### config.mk
export PLATFORM = sky130hd
export DESIGN_NAME = queens_row_check
export DESIGN_NICKNAME = d
export VERILOG_FILES = /design/src/rtl/queens_board_checker_pkg.sv /design/src/rtl/queens_board_checker_row_check.sv
export SDC_FILE = /design/constraint.sdc
export NUM_CORES = 1
export LEC_CHECK = 0
export BUFFER_PORTS_ARGS = -buffer_cell sky130_fd_sc_hd__buf_2
export CAP_MARGIN = 0
export CORE_AREA = 2 2 39 41
export DETAILED_ROUTE_END_ITERATION = 8
export DIE_AREA = 0 0 41 43
export SYNTH_ARGS = -nofsm -noshare
export SYNTH_HDL_FRONTEND = slang
export SYNTH_SLANG_ARGS = --single-unit
### constraint.sdc
create_clock -name vclk -period 1
set_input_delay 0.15 -clock vclk [all_inputs]
set_output_delay 0.15 -clock vclk [all_outputs]
set_load 0.005 [all_outputs]
### src/rtl/queens_board_checker_pkg.sv
// +------------------------------------------------------------------+
// | queens_pkg : shared types for the N-queens board checker          |
// | Rev 1.0                                                          |
// +------------------------------------------------------------------+
`default_nettype none

package queens_pkg;

  localparam int N_QUEENS = 8;

  localparam logic [15:0] STAT_MAX = 16'hFFFF;

  typedef enum logic [1:0] {
    ERR_NONE   = 2'd0,
    ERR_ONEHOT = 2'd1,
    ERR_COL    = 2'd2,
    ERR_DIAG   = 2'd3
  } qchk_err_e;

  typedef enum logic [1:0] {
    IDLE = 2'd0,
    RECV = 2'd1,
    DONE = 2'd2
  } qchk_state_e;

endpackage

`default_nettype wire

### src/rtl/queens_board_checker_row_check.sv
// +------------------------------------------------------------------+
// | queens_row_check : classify one row against the attack masks      |
// | Rev 1.0                                                          |
// +------------------------------------------------------------------+
`default_nettype none

module queens_row_check
  import queens_pkg::*;
#(
  parameter int N = N_QUEENS
) (
  input  logic [N-1:0] row_i,
  input  logic [N-1:0] col_m_i,
  input  logic [N-1:0] dl_m_i,
  input  logic [N-1:0] dr_m_i,
  output qchk_err_e    err_o
);

  logic onehot_w;

  // Clearing the lowest set bit leaves zero only for a single-bit value.
  assign onehot_w = (row_i != '0) && ((row_i & (row_i - N'(1))) == '0);

  always_comb begin
    err_o = ERR_NONE;
    if (!onehot_w) begin
      err_o = ERR_ONEHOT;
    end else if ((row_i & col_m_i) != '0) begin
      err_o = ERR_COL;
    end else if ((row_i & (dl_m_i | dr_m_i)) != '0) begin
      err_o = ERR_DIAG;
    end
  end

endmodule

`default_nettype wire

; ---- Word-level counts from Yosys, hierarchy flattened
; Cells that the tools add are included.
; Widths: inputs -> output; s select.
[totals]
inputBits = 32
register_bits = 0
out_inout_bits = 2
wordCells = 13
[classes]
n_reduce_logical = 5
add_sub_neg = 1
mux = 3
n_bitwise = 4
[op_table]
columns = operator, n
row1 = $and 8x8->8, 3
row2 = $reduce_bool 8->1, 3
row3 = $logic_not 8->1, 1
row4 = $or 8x8->8, 1
row5 = $sub 8x1->8 const B, 1
row6 = $mux 2, 3
row7 = $logic_and 1x1->1, 1

; ---- Depth between registers and ports, before layout
[depth]
word_depth = 6
depth_mapped = 4
depth_no_buf = 4

; ---- Worst setup path after synthesis
; No wires, ideal clock.
[synth_timing]
path_type = input to output
from = in dr_m_i[6]
to = out err_o[1]
path_slack_ns = -0.026
t_arrival_ns = 0.876
n_path_buf = 0
stages = 4
cell_sequence = o21ai_0 nand4_1 or3_1 o21a_1
[synth_between]
elab_chain_cells = 6
[synth_lines]
columns = element, line_no
row1 = "start, declared", queens_board_checker_row_check.sv:15  ; input logic [N-1:0] dr_m_i,
row2 = $or 8x8->8, queens_board_checker_row_check.sv:30  ; end else if ((row_i & (dl_m_i | dr_m_i)) != '0) begin
row3 = $and 8x8->8, queens_board_checker_row_check.sv:30
row4 = $reduce_bool 8->1, queens_board_checker_row_check.sv:30
row5 = $mux 2, queens_board_checker_row_check.sv:30
row6 = $mux 2, queens_board_checker_row_check.sv:28  ; end else if ((row_i & col_m_i) != '0) begin
row7 = $mux 2, queens_board_checker_row_check.sv:26  ; if (!onehot_w) begin
row8 = "end, declared", queens_board_checker_row_check.sv:16  ; output qchk_err_e err_o
; No other way between the ends.

; ---- Final worst setup path
; Ends and elaborated chain as after synthesis.

==> results_dict.tcl <==
set metrics [dict create \
    yosys_warnings 0 \
    yosys.cell_count.top_type "o21ai_0" \
    design.seq.count 0 \
    slew_viol_final 0 \
    fin_area_um2 519.2 \
    dp_slack_ns -0.3671 \
    setup_slack_ns -0.2992 \
    p_per_area_nw_per_um2 332.3 \
    hpwl_um 803.5 \
    numPortBuffers 34 \
    yosysTopAreaCell "o21ai_0" \
    nets 108 \
    synth_nets 63 \
    dpl_cell_area_um2 467.9 \
    grt_max_degree 6 \
    io_pins 34 \
    wl_per_cell_um 9.978 \
    hold_slack_ns 0.7827 \
    crit_top_cell "buf_2" \
    cp.arrival_ns 1.15 \
    violations "setup timing" \
    synth_cells 31 \
    hold_viol_final 0 \
    synth_top_area_share 0.1839 \
    grt_usage 0.1109 \
    status "finished with violations" \
    regArea_um2 0 \
    yosys-top-cells-area "o21ai_0, nand4b_1, a22oi_1" \
    avgSynthCellArea_um2 7.023 \
    cp-end-kind "output port" \
    max-slew-margin-rel 0.7886 \
    diodes 0 \
    coreArea_um2 1384 \
    synth_area_um2 217.7 \
    gr-total-overflow 0 \
    die-area_um2 1763 \
    hold_buffers 0 \
    crit_path_max_incr_delay_ns 0.38 \
    layout_min_cycle_time_ns 1.299 \
    yosysSeqAreaShare 0 \
    synthToLayoutAreaGrowth_pct 138.5 \
    critPathRequiredTime_ns 0.85 \
    slowest_stage "or3_1" \
    critPathLaunchType "input port" \
    worstPathCellList "buf_2 > o21ai_0 > nand4_1 > or3_1 > o21a_1 > buf_2" \
    dr.first_iter.drc_count 7 \
    cp_top_family "simple AND/OR/NAND/NOR gates" \
    critical_path_class "input port to output port" \
    row_count 14 \
    grt_pass1_vias 388 \
    nClkBuffers 0 \
    dr.pass1.iters 4 \
    vias_per_cell 4.689 \
    cp_num_buf_inv 2 \
    worstPathMaxFanout 2 \
    layout-drive-gt1-share 0.6486 \
    yosys-top-cells-count "o21ai_0, a22oi_1, nand4_1, nand4b_1, nor2_1" \
    drcViolationCount 0 \
    antenna_found_initial 0 \
    finalSetupViolCount 2 \
    vias 422 \
    synth_cell_type_count 11 \
    postRouteAntennaNets 0 \
    p_leak_nw 0.2372 \
    gp_congestion 0.7467 \
    min_period_over_period 1.299 \
    finalWirelength_um 898 \
    cap_violations 0 \
    die_width_um 41 \
    fin_setup_tns_ns -0.5760 \
    hold_path_class "input port to output port" \
    die_y_um 43 \
    max_freq_mhz 769.7 \
    power_uw 172.5 \
    grt_pass1_wl_mm 1.490 \
    tightest_slew_ns 0.3148 \
    rsz0062_at_grt "true" \
    initial_core_util 0.1573 \
    ir_drop_v 0.0001241 \
]
-- cells by family after synthesis --
logic type / count (synthesis) / share of synthesized area
AOI/OAI and AO/OA: 16 / 0.4540
and+or+nand+nor: 15 / 0.5460
-- worst paths after layout --
kind,from,endpoint,slack [ns],cells after the start
min,col_m_i[6],err_o[0],0.78,6
max,dr_m_i[6],err_o[1],-0.30,6
-- routing by layer --
metal / part of all wire / GRT usage / vias to the layer above / wire length, um
li1: - / - / 224 / -
met1: 0.44 / 0.1582 / 187 / 399
met2: 0.51 / 0.1875 / 11 / 459
met3: 0.043 / 0 / 0 / 39
met4: 0 / 0.006667 / 0 / 0
met5: 0 / 0 / - / 0
-- per-stage QoR --
step,cells,util
floorplan,31,-
global placement,89,0.3382
detailed placement,89,0.3382
CTS,90,0.3698
global route,90,0.3752
finish,90,0.3752
-- worst min-delay path, cell delays in order --
cell and delay (ns):
buf_2 0.08, a22oi_2 0.04, nand4_1 0.09, buf_4 0.11, o22ai_1 0.05, buf_2 0.12
-- where the power goes --
part	switching [mW]	internal, mW	leakage (nW)
sequential	0	0	0
clock	0	0	0
combinational	0.0677	0.105	0.237
total	0.0677	0.105	0.237
-- repair_timing --
| action | 4_1_cts | 5_1_grt |
|---|---|---|
| pin swaps | 1 | 3 |
| endpoints found under the setup margin | 2 | 2 |
| gates resized for setup | 10 | 4 |
| setup buffers | 1 | 0 |
-- cell usage in the layout, fill, tap and decap left out --
master	instances
or3_1	1
buf_2	30
buf_8	1
a22oi_1	3
nand4_1	4
nor4bb_2	1
o21a_1	1
nor2_1	4
o21ai_1	3
a22oi_2	1
nand4b_1	4
o21ai_0	5
buf_4	9
buf_6	3
a211oi_2	2
nor4_4	1
o22ai_1	1
-- layout make-up --
cell class | count | area (um2)
fill | 156 | 864.6
tap | 16 | 20.02
timing repair buffer | 43 | 266.5
multi-input combinational | 31 | 232.7
Note: power is estimated with default switching activity, not from simulation.
